File: src/rtl/sprite_pkg.sv
// Shared definitions for the sprite pipeline: descriptor field layout,
// sprite geometry constants, selector FSM states and the per-line hit test.
package sprite_pkg;

  localparam int VIS_BIT = 31;
  localparam int X_MSB   = 28;
  localparam int X_LSB   = 19;
  localparam int Y_MSB   = 18;
  localparam int Y_LSB   = 9;
  localparam int OFF_MSB = 8;
  localparam int OFF_LSB = 0;

  localparam int          SPRITE_SIZE  = 20;
  localparam int          SPRITE_WORDS = 400;
  localparam logic [13:0] BG_ADDR      = 14'd16383;

  typedef enum logic [1:0] {
    ST_IDLE   = 2'd0,
    ST_SCAN   = 2'd1,
    ST_WAIT_X = 2'd2,
    ST_ACTIVE = 2'd3
  } sel_state_t;

  // Compared 11 bits wide so that y + SPRITE_SIZE never wraps.
  function automatic logic line_hit(input logic [31:0] d, input logic [9:0] ty);
    logic [10:0] y;
    logic [10:0] t;
    y = {1'b0, d[Y_MSB:Y_LSB]};
    t = {1'b0, ty};
    return d[VIS_BIT] && (t >= y) && (t < y + 11'(SPRITE_SIZE));
  endfunction

endpackage

File: src/rtl/sprite_line_selector_if.sv
// Bundle of line timing, descriptor write port, downstream handshake and
// status outputs of the sprite line selector.
interface sprite_line_selector_if #(
  parameter int NUM_SPRITES = 32
);
  localparam int AW = (NUM_SPRITES > 1) ? $clog2(NUM_SPRITES) : 1;

  logic [9:0]    pixel_x;
  logic [9:0]    pixel_y;
  logic          new_line;
  logic          wr_en;
  logic [AW-1:0] wr_addr;
  logic [31:0]   wr_data;
  logic          counter_finished;
  logic [31:0]   sprite_datas;
  logic          sprite_on;
  logic          scan_busy;
  logic          overflow;
  logic          missed;

  modport master (
    output pixel_x, pixel_y, new_line, wr_en, wr_addr, wr_data, counter_finished,
    input  sprite_datas, sprite_on, scan_busy, overflow, missed
  );

  modport slave (
    input  pixel_x, pixel_y, new_line, wr_en, wr_addr, wr_data, counter_finished,
    output sprite_datas, sprite_on, scan_busy, overflow, missed
  );

endinterface

File: src/rtl/sprite_slot_bank.sv
// Descriptor register file: synchronous write, combinational read so the
// scan sees the pre-write value of the slot it reads in the same cycle.
module sprite_slot_bank #(
  parameter int NUM_SPRITES = 32,
  parameter int AW          = 5
) (
  input  logic          clk_pixel,
  input  logic          reset_n,
  input  logic          wr_en,
  input  logic [AW-1:0] wr_addr,
  input  logic [31:0]   wr_data,
  input  logic [AW-1:0] rd_addr,
  output logic [31:0]   rd_data
);

  logic [31:0] slot_reg [NUM_SPRITES];

  always_ff @(posedge clk_pixel or negedge reset_n) begin
    if (!reset_n) begin
      for (int i = 0; i < NUM_SPRITES; i++) begin
        slot_reg[i] <= '0;
      end
    end else if (wr_en) begin
      slot_reg[wr_addr] <= wr_data;
    end
  end

  assign rd_data = slot_reg[rd_addr];

endmodule

File: src/rtl/sprite_line_selector.sv
// Scans the descriptor bank for sprites on the next line, then hands hits to
// the downstream counter one at a time. Status flags built with SPRITE_SELECT_STATUS_EN.
module sprite_line_selector
  import sprite_pkg::*;
#(
  parameter int NUM_SPRITES  = 32,
  parameter int MAX_PER_LINE = 8,
  parameter int V_TOTAL      = 525
) (
  input logic                   clk_pixel,
  input logic                   reset_n,
  sprite_line_selector_if.slave bus
);

  localparam int AW = (NUM_SPRITES > 1) ? $clog2(NUM_SPRITES) : 1;
  localparam int CW = $clog2(MAX_PER_LINE + 1);
  localparam int LW = (MAX_PER_LINE > 1) ? $clog2(MAX_PER_LINE) : 1;

  sel_state_t    state_reg, state_next;
  logic [AW-1:0] scan_idx_reg, scan_idx_next;
  logic [CW-1:0] count_reg, count_next;
  logic [CW-1:0] rd_reg, rd_next;
  logic [9:0]    ty_reg, ty_next, target_y;
  logic          sprite_on_reg, sprite_on_next;
  logic [31:0]   sprite_datas_reg, sprite_datas_next;
  logic [31:0]   list_reg [MAX_PER_LINE];
  logic [31:0]   slot_data;
  logic [31:0]   cand;
  logic [9:0]    cand_x;
  logic          append, set_ovf, set_missed, clr_flags;

  sprite_slot_bank #(
    .NUM_SPRITES(NUM_SPRITES),
    .AW         (AW)
  ) u_bank (
    .clk_pixel(clk_pixel),
    .reset_n  (reset_n),
    .wr_en    (bus.wr_en),
    .wr_addr  (bus.wr_addr),
    .wr_data  (bus.wr_data),
    .rd_addr  (scan_idx_reg),
    .rd_data  (slot_data)
  );

  assign target_y = ({1'b0, bus.pixel_y} + 11'd1 == 11'(V_TOTAL)) ? 10'd0
                                                                  : bus.pixel_y + 10'd1;
  assign cand     = list_reg[rd_reg[LW-1:0]];
  assign cand_x   = cand[X_MSB:X_LSB];

  always_comb begin
    state_next        = state_reg;
    scan_idx_next     = scan_idx_reg;
    count_next        = count_reg;
    rd_next           = rd_reg;
    ty_next           = ty_reg;
    sprite_on_next    = sprite_on_reg;
    sprite_datas_next = sprite_datas_reg;
    append            = 1'b0;
    set_ovf           = 1'b0;
    set_missed        = 1'b0;
    clr_flags         = 1'b0;

    if (bus.new_line) begin
      // Start of blanking always wins, whatever was in progress.
      state_next     = ST_SCAN;
      scan_idx_next  = '0;
      count_next     = '0;
      rd_next        = '0;
      ty_next        = target_y;
      sprite_on_next = 1'b0;
      clr_flags      = 1'b1;
    end else begin
      case (state_reg)
        ST_SCAN: begin
          if (line_hit(slot_data, ty_reg)) begin
            if (count_reg < CW'(MAX_PER_LINE)) begin
              append     = 1'b1;
              count_next = count_reg + CW'(1);
            end else begin
              set_ovf = 1'b1;
            end
          end
          if (scan_idx_reg == AW'(NUM_SPRITES - 1)) begin
            state_next = (count_next != '0) ? ST_WAIT_X : ST_IDLE;
          end else begin
            scan_idx_next = scan_idx_reg + AW'(1);
          end
        end
        ST_WAIT_X: begin
          if (rd_reg == count_reg) begin
            state_next = ST_IDLE;
          end else if (bus.pixel_x == cand_x) begin
            sprite_on_next    = 1'b1;
            sprite_datas_next = cand;
            state_next        = ST_ACTIVE;
          end else if (bus.pixel_x > cand_x) begin
            set_missed = 1'b1;
            rd_next    = rd_reg + CW'(1);
          end
        end
        ST_ACTIVE: begin
          if (bus.counter_finished) begin
            sprite_on_next = 1'b0;
            rd_next        = rd_reg + CW'(1);
            state_next     = (rd_reg + CW'(1) < count_reg) ? ST_WAIT_X : ST_IDLE;
          end
        end
        default: ;
      endcase
    end
  end

  always_ff @(posedge clk_pixel or negedge reset_n) begin
    if (!reset_n) begin
      state_reg        <= ST_IDLE;
      scan_idx_reg     <= '0;
      count_reg        <= '0;
      rd_reg           <= '0;
      ty_reg           <= '0;
      sprite_on_reg    <= 1'b0;
      sprite_datas_reg <= '0;
    end else begin
      state_reg        <= state_next;
      scan_idx_reg     <= scan_idx_next;
      count_reg        <= count_next;
      rd_reg           <= rd_next;
      ty_reg           <= ty_next;
      sprite_on_reg    <= sprite_on_next;
      sprite_datas_reg <= sprite_datas_next;
    end
  end

  // Hit list is pure data; count_reg qualifies which entries are live.
  always_ff @(posedge clk_pixel) begin
    if (append) begin
      list_reg[count_reg[LW-1:0]] <= slot_data;
    end
  end

  assign bus.sprite_on    = sprite_on_reg;
  assign bus.sprite_datas = sprite_datas_reg;
  assign bus.scan_busy    = (state_reg == ST_SCAN);

`ifdef SPRITE_SELECT_STATUS_EN
  logic overflow_reg;
  logic missed_reg;

  always_ff @(posedge clk_pixel or negedge reset_n) begin
    if (!reset_n) begin
      overflow_reg <= 1'b0;
      missed_reg   <= 1'b0;
    end else if (clr_flags) begin
      overflow_reg <= 1'b0;
      missed_reg   <= 1'b0;
    end else begin
      if (set_ovf)    overflow_reg <= 1'b1;
      if (set_missed) missed_reg   <= 1'b1;
    end
  end

  assign bus.overflow = overflow_reg;
  assign bus.missed   = missed_reg;
`else
  logic unused_flags;
  assign unused_flags = ^{set_ovf, set_missed, clr_flags};
  assign bus.overflow = 1'b0;
  assign bus.missed   = 1'b0;
`endif

endmodule

File: src/flat_wrapper.sv
// flat-port wrapper written by rule: the top's interface ports become plain ports
module sprite_line_selector_flat import sprite_pkg::*;
#(
  parameter int NUM_SPRITES  = 32,
  parameter int MAX_PER_LINE = 8,
  parameter int V_TOTAL      = 525
)
  (clk_pixel, reset_n, bus_pixel_x, bus_pixel_y, bus_new_line, bus_wr_en, bus_wr_addr, bus_wr_data, bus_counter_finished, bus_sprite_datas, bus_sprite_on, bus_scan_busy, bus_overflow, bus_missed);
  sprite_line_selector_if #(.NUM_SPRITES(NUM_SPRITES)) bus_i ();
  input logic clk_pixel;
  input logic reset_n;
  input wire logic [$bits(bus_i.pixel_x)-1:0] bus_pixel_x;
  input wire logic [$bits(bus_i.pixel_y)-1:0] bus_pixel_y;
  input wire logic [$bits(bus_i.new_line)-1:0] bus_new_line;
  input wire logic [$bits(bus_i.wr_en)-1:0] bus_wr_en;
  input wire logic [$bits(bus_i.wr_addr)-1:0] bus_wr_addr;
  input wire logic [$bits(bus_i.wr_data)-1:0] bus_wr_data;
  input wire logic [$bits(bus_i.counter_finished)-1:0] bus_counter_finished;
  output wire logic [$bits(bus_i.sprite_datas)-1:0] bus_sprite_datas;
  output wire logic [$bits(bus_i.sprite_on)-1:0] bus_sprite_on;
  output wire logic [$bits(bus_i.scan_busy)-1:0] bus_scan_busy;
  output wire logic [$bits(bus_i.overflow)-1:0] bus_overflow;
  output wire logic [$bits(bus_i.missed)-1:0] bus_missed;
  assign bus_i.pixel_x = bus_pixel_x;
  assign bus_i.pixel_y = bus_pixel_y;
  assign bus_i.new_line = bus_new_line;
  assign bus_i.wr_en = bus_wr_en;
  assign bus_i.wr_addr = bus_wr_addr;
  assign bus_i.wr_data = bus_wr_data;
  assign bus_i.counter_finished = bus_counter_finished;
  assign bus_sprite_datas = bus_i.sprite_datas;
  assign bus_sprite_on = bus_i.sprite_on;
  assign bus_scan_busy = bus_i.scan_busy;
  assign bus_overflow = bus_i.overflow;
  assign bus_missed = bus_i.missed;
  sprite_line_selector #(.NUM_SPRITES(NUM_SPRITES), .MAX_PER_LINE(MAX_PER_LINE), .V_TOTAL(V_TOTAL)) u_core (.clk_pixel(clk_pixel), .reset_n(reset_n), .bus(bus_i));
endmodule
File: config.mk
export PLATFORM = sky130hd
export DESIGN_NAME = sprite_line_selector_flat
export DESIGN_NICKNAME = d
export VERILOG_FILES = /design/src/rtl/sprite_pkg.sv /design/src/rtl/sprite_line_selector_if.sv /design/src/rtl/sprite_slot_bank.sv /design/src/rtl/sprite_line_selector.sv /design/src/flat_wrapper.sv
export SDC_FILE = /design/constraint.sdc
export NUM_CORES = 2
export LEC_CHECK = 0
export CORE_MARGIN = 4
export CORE_UTILIZATION = 50
export CTS_CLUSTER_DIAMETER = 150
export DETAILED_ROUTE_END_ITERATION = 8
export PLACE_DENSITY_LB_ADDON = 0.15
export REMOVE_ABC_BUFFERS = 1
export SLEW_MARGIN = 0
export SYNTH_ARGS = -nofsm -noshare
export SYNTH_HDL_FRONTEND = slang
export SYNTH_SLANG_ARGS = --single-unit
File: constraint.sdc
create_clock -name clk_pixel -period 13.6 [get_ports clk_pixel]
set_input_delay 2.72 -clock clk_pixel [delete_from_list [all_inputs] [get_ports clk_pixel]]
set_output_delay 2.72 -clock clk_pixel [all_outputs]
set_load 0.02 [all_outputs]
== Yosys cells after proc, flatten, opt, wreduce, memory -nomap -nowiden ==
Memories as Yosys holds them, arrays and structs flattened.
Index checks and enable logic that the tools add are counted.
Widths: inputs -> output; s select.
Storage, ports and cells
  bits in registers: 1082
  RAM bits: 256
  input bits: 62
  word-level logic and storage cells: 126
  memories kept: 1
Memories
  u_core.list_reg: words 8, width 32, rd ports 1, clocked after Yosys merged registers in 0, write ports 1, line sprite_line_selector.sv:26  | logic [31:0] list_reg [MAX_PER_LINE];
Cells by class
  add/subtract/negate cells: 6
  magnitude comparators: 8
  equality and inequality tests: 15
  muxes and demuxes: 41
  bitwise operators: 4
  reductions and logical operators: 12
Operators by type and width (number)
  $bwmux 1024: 1
  $bmux 32 s5: 1
  $demux 32 s5: 1
  $mux 32: 3
  $mux 4: 11
  $mux 5: 3
  $mux 2: 7
  $ge 6x6->1 const B: 2
  $not 5->6: 2
  $reduce_and 4->1: 3
  $add 10x1->11 const B: 1
  $add 10x5->11 const B: 1
  $eq 11x10->1 const B: 1
  $lt 10x11->1: 1
  $add 10x1->10 const B: 1
  $eq 10x10->1: 1
  $ge 10x10->1: 1
  $gt 10x10->1: 1
  $mux 1: 10
  $mux 10: 1
  $ne 3x2->1 const B: 3
  $ne 3x3->1 const B: 3
  $add 4x1->4 const B: 2
  $pmux 4 s2: 1
  other kinds (19): 24

== Depth between registers and ports, before layout ==
  depth in word-level cells: 15
  depth in mapped cells: 27

== Modules after synthesis ==
Synthesis repeated with hierarchy kept, for this count alone.
Second synthesis, totals
  cell total of the unflattened synthesis: 4212
  area total of the unflattened synthesis: 60648.2 um2
Modules (own cells, without submodules)
  sprite_slot_bank: instances 1, cells an instance 3447, area an instance 47474.3 um2
  sprite_line_selector: instances 1, cells an instance 765, area an instance 13173.9 um2

== Worst setup path after synthesis ==
OpenSTA, ideal clock, no wires.
  path kind: register to register
  from: register u_core.scan_idx_reg[0]
  to: memory u_core.list_reg[6][0], enable pin
  arrival: 7759 ps
  setup slack: 5340 ps
  cell stages (with the launch flop): 27
  buffers on the path: 10
  cells stage by stage: dfrtp_1 -> buf_6 -> buf_12 -> buf_12 -> buf_12 -> buf_4 -> buf_2 -> buf_2 -> buf_4 -> buf_2 -> mux2i_1 -> o21ai_0 -> nand2_1 -> nand2_1 -> o221ai_1 -> o21ai_0 -> ha_1 -> nand2b_1 -> a21oi_1 -> o21a_1 -> o211ai_1 -> a21oi_1 -> a2bb2oi_1 -> or3b_4 -> or3_1 -> buf_6 -> nor4_1
On the way
  word-level cells in the longest chain between the ends: 12
Ends and longest elaborated chain
  from (decl): line sprite_line_selector.sv:20  | logic [AW-1:0] scan_idx_reg, scan_idx_next;
  from (signal assigned): line sprite_line_selector.sv:124  | scan_idx_reg <= scan_idx_next;
  $not 5->6 (not written as such) *: line sprite_slot_bank.sv:28  | assign rd_data = slot_reg[rd_addr];
  $bmux 32 s5 *: line sprite_slot_bank.sv:28
  $mux 32 (not written as such) * (2 in series): line sprite_slot_bank.sv:28
  net u_core.slot_data[9]: line sprite_line_selector.sv:27  | logic [31:0] slot_data;
  $add 10x5->11 or $ge 10x10->1 (tied branches): line sprite_pkg.sv:30  | return d[VIS_BIT] && (t >= y) && (t < y + 11'(SPRITE_SIZE));
  $lt 10x11->1 or $logic_and 1x1->1 (tied branches): line sprite_pkg.sv:30
  $logic_and 1x1->1 *: line sprite_pkg.sv:30
  $mux 1 *: line sprite_line_selector.sv:75  | if (line_hit(slot_data, ty_reg)) begin
  $mux 1 *: line sprite_line_selector.sv:73  | case (state_reg)
  $mux 1 *: line sprite_line_selector.sv:63  | if (bus.new_line) begin
  $mux 1 *: line sprite_line_selector.sv:135  | if (append) begin
  $mux 1 (not written as such) *: line sprite_line_selector.sv:136  | list_reg[count_reg[LW-1:0]] <= slot_data;
  to (decl): line sprite_line_selector.sv:26
The timed path passes the listed nets; every way through them passes the cells marked *. The select of a mux whose other input is x is not followed.

== Worst setup path in the final report ==
  from: register u_core.scan_idx_reg[0]
  to: memory u_core.list_reg[4][29], enable pin
On the way
  word-level cells in the longest chain between the ends: 12
Ends and longest elaborated chain (line)
  $not 5->6 (not written as such) *: sprite_slot_bank.sv:28
  $bmux 32 s5 *: sprite_slot_bank.sv:28
  $mux 32 (not written as such) * (2 in series): sprite_slot_bank.sv:28
  $add 10x5->11 or $ge 10x10->1 (tied branches): sprite_pkg.sv:30
  $lt 10x11->1 or $logic_and 1x1->1 (tied branches): sprite_pkg.sv:30
  $logic_and 1x1->1 *: sprite_pkg.sv:30
  $mux 1 *: sprite_line_selector.sv:75
  $mux 1 *: sprite_line_selector.sv:73
  $mux 1 *: sprite_line_selector.sv:63
  $mux 1 *: sprite_line_selector.sv:135
  $mux 1 (not written as such) *: sprite_line_selector.sv:136
Every way passes the cells marked *; elsewhere a longest branch is shown, timed or not. The select of a mux whose other input is x is not followed.

==> results.sh <==
export IMPL_areaGrowthSynthToFinish_pct=12.0
export IMPL_drc=0
export IMPL_drt_iter0_markers=2656
export IMPL_ir_drop_mv=0.131
export IMPL_hold_viol_final=0
export IMPL_hpwl_um=82500
export IMPL_postCtsSetupBuffers=0
export IMPL_antenna_found_initial=6
export IMPL_largest_reg_flops=1024
export IMPL_synth_edff_count=256
export IMPL_clk_latency_ns=0.75
export IMPL_synth_main_ff_cell="dfrtp_1"
export IMPL_synth_compound_area_frac=0.0404
export IMPL_whs_ns=0.475
export IMPL_holdCritPathClass="reg2reg"
export IMPL_max_freq_ghz=0.126
export IMPL_grt_max_degree=174
export IMPL_final_nets=4032
export IMPL_numPortBuffers=95
export IMPL_syn_inst=3947
export IMPL_wl_um=149000
export IMPL_grt_util_all_layers=0.238
export IMPL_die_h_um=354
export IMPL_p_per_area_nw_per_um2=156
export IMPL_rows=126
export IMPL_setup_violations=0
export IMPL_synthXorXnorAreaFrac=0.00366
export IMPL_min_period_ns=7.94
export IMPL_maxCapViolCount=0
export IMPL_grt_overflow_total=0
export IMPL_netlist_area_um2=59900
export IMPL_worstSetupStartpointType="flip-flop"
export IMPL_crit_required_ns=13.95
export IMPL_crit_type="reg2reg"
export IMPL_firstDrtPassIters=5
export IMPL_ys_types=59
export IMPL_grt_pass1_vias=34800
export IMPL_finalWorstSetupSlack_ns=5.66
export IMPL_cts_resized=0
export IMPL_cts_max_level=4
export IMPL_hold_depth=2
export IMPL_period_share=0.584
export IMPL_finalNonFillerCells=5646
export IMPL_status="complete, no violations"
export IMPL_ios=98
export IMPL_synth_seq_cells=1338
export IMPL_grt_pass1_wl_um=226000
export IMPL_worst_pin_slew_ns=1.32
export IMPL_place_gp_congestion=0.773
export IMPL_cts_sinks=1338
export IMPL_synthMuxAreaShare=0.318
export IMPL_ys_seq_area_frac=0.581
export IMPL_relSlewSlack=0.107
export IMPL_layout_drive_gt1_share=0.405
export IMPL_final_cell_mix="mux2_2, dfrtp_1, edfxtp_1"
export IMPL_reg2reg_depth=19
export IMPL_arrival_ns=8.29
export IMPL_rsz0062_at_grt="false"
export IMPL_synth_top_family_by_area="multiplexers"
export IMPL_path_clk_slew_ns=0.06
export IMPL_vias=33600
export IMPL_multi_input_area_um2=23800
export IMPL_fillerInstances=9320
export IMPL_cts_hold_fix_buffers=0
export IMPL_yosys_area_share_simple=0.0223
export IMPL_root_buffer="clkbuf_16"
export IMPL_core_area_um2=118000
export IMPL_wire_per_inst_um=26.4
export IMPL_synthArstFlopShare=0.809
export IMPL_pre_cts_ws_ns=5.67
export IMPL_slew_viol_final=0
export IMPL_ys_warn_count=0
export IMPL_dp_cells=5385
export IMPL_end_kind="flip-flop"
export IMPL_p_leak_nw=27.9
export IMPL_fin_skew_ns=0.0299
export IMPL_vias_per_cell=5.95
export IMPL_initial_utilization=0.506
export IMPL_cts_max_path_buffers=3
export IMPL_worstPathMaxFanout=96
export IMPL_dieWidth_um=354
export IMPL_numCtsBuffers=144
export IMPL_ant_nets=0
export IMPL_power_total_w=0.0105
export IMPL_layout_commonest_cell="mux2_2"
export IMPL_tritoncts="built"
export IMPL_synth_fa_ha_area_frac=0.00815
export IMPL_seq_area_um2=34800
export IMPL_syn_area_per_cell_um2=15.2
export IMPL_die_area_um2=125000
-- kinds of logic (layout without fill, tap and decap cells) --
| family | Yosys count | count (layout) |
|---|---|---|
| AO/OA/AOI/OAI | 387 | 387 |
| XOR/XNOR | 25 | 25 |
| adder cells (fa/ha/maj) | 39 | 39 |
| buffers and inverters | 365 | 460 |
| flip-flops | 1338 | 1338 |
| multiplexers | 1497 | 1497 |
| other | 1 | 5 |
| AND/OR/NAND/NOR | 295 | 295 |
-- critical path: stages (launching register included) --
cell	delay (ns)
dfrtp_4	0.94
buf_12	0.60
buf_12	0.55
mux4_1	0.64
mux2i_1	0.16
nor2_1	0.07
nor4b_2	0.30
buf_4	0.26
o21ai_0	0.18
a21boi_0	0.23
xnor2_1	0.16
ha_1	0.21
a211o_1	0.28
a211oi_1	0.21
a21oi_1	0.09
a2bb2oi_1	0.13
or3b_4	0.43
or3_1	0.51
nor4_1	0.27
and2_2	0.89
-- worst paths after layout --
| check | from | to | slack, ns |
|---|---|---|---|
| min in group asynchronous | reset_n | u_core.ty_reg[2] | 1.96 |
| worst min register to register | u_core.bus.sprite_datas[29] | u_core.bus.sprite_datas[29] | 0.48 |
| worst max-delay path | u_core.scan_idx_reg[0] | u_core.list_reg[4][29] | 5.66 |
| worst max register to register | u_core.scan_idx_reg[0] | u_core.list_reg[4][29] | 5.66 |
| max in group asynchronous | reset_n | u_core.u_bank.slot_reg[217] | 8.78 |
| worst min-delay path | u_core.bus.sprite_datas[29] | u_core.bus.sprite_datas[29] | 0.48 |
-- power breakdown --
part	leakage [nW]	internal [W]	switching [W]
combinational	9.35	0.000812	0.000666
clock	2.37	0.00232	0.00160
sequential	16.2	0.00476	0.000313
-- per-stage QoR --
stage / utilization / TNS [ns] / cell area (µm²)
after floorplan: - / -1222.95 / 58400
after global placement: 0.526 / 0 / 62200
after detailed placement: 0.526 / 0 / 62200
after CTS: 0.566 / 0 / 67000
after global routing: 0.566 / 0 / 67000
final: 0.566 / 0 / 67000
-- layer usage --
metal  share of wire  global-route usage  up-vias  wire [µm]
met4           0.025              0.0684        0       3790
met5               0                   0        -          0
met1            0.44               0.330    18000      65800
li1                -                   -    14700          -
met3           0.051              0.0449      220       7630
met2            0.48               0.388      716      71600
-- synthesized netlist by cell type (8+ instances only) --
library cell	count	area [µm²]
dfrtp_1	1082	27100
mux2_2	1079	12200
edfxtp_1	256	7690
clkbuf_1	204	766
mux2i_1	204	2040
mux4_2	199	4480
nand2_1	172	646
o21ai_0	117	586
a21oi_1	106	531
buf_1	80	300
o221ai_1	73	639
nor2_1	41	154
ha_1	39	488
o22ai_1	34	213
buf_2	30	150
inv_1	29	109
a22oi_1	23	173
mux4_1	15	394
xnor2_1	15	131
nand2b_1	11	68.8
nand3_1	11	55.1
nor2b_1	10	62.6
xor2_1	10	87.6
and3_1	9	56.3
buf_4	8	60.1
buf_6	8	90.1
-- cell type report --
class | instances | share of cell area
Clock buffer | 212 | 0.0639
Clock inverter | 46 | 0.00767
Timing Repair Buffer | 173 | 0.0237
Multi-Input combinational cell | 2245 | 0.354
Antenna cell | 3 | 0.000112
Inverter | 29 | 0.00162
Tap cell | 1600 | 0.0299
Sequential cell | 1338 | 0.519
Power figures use the tool's default switching activity.
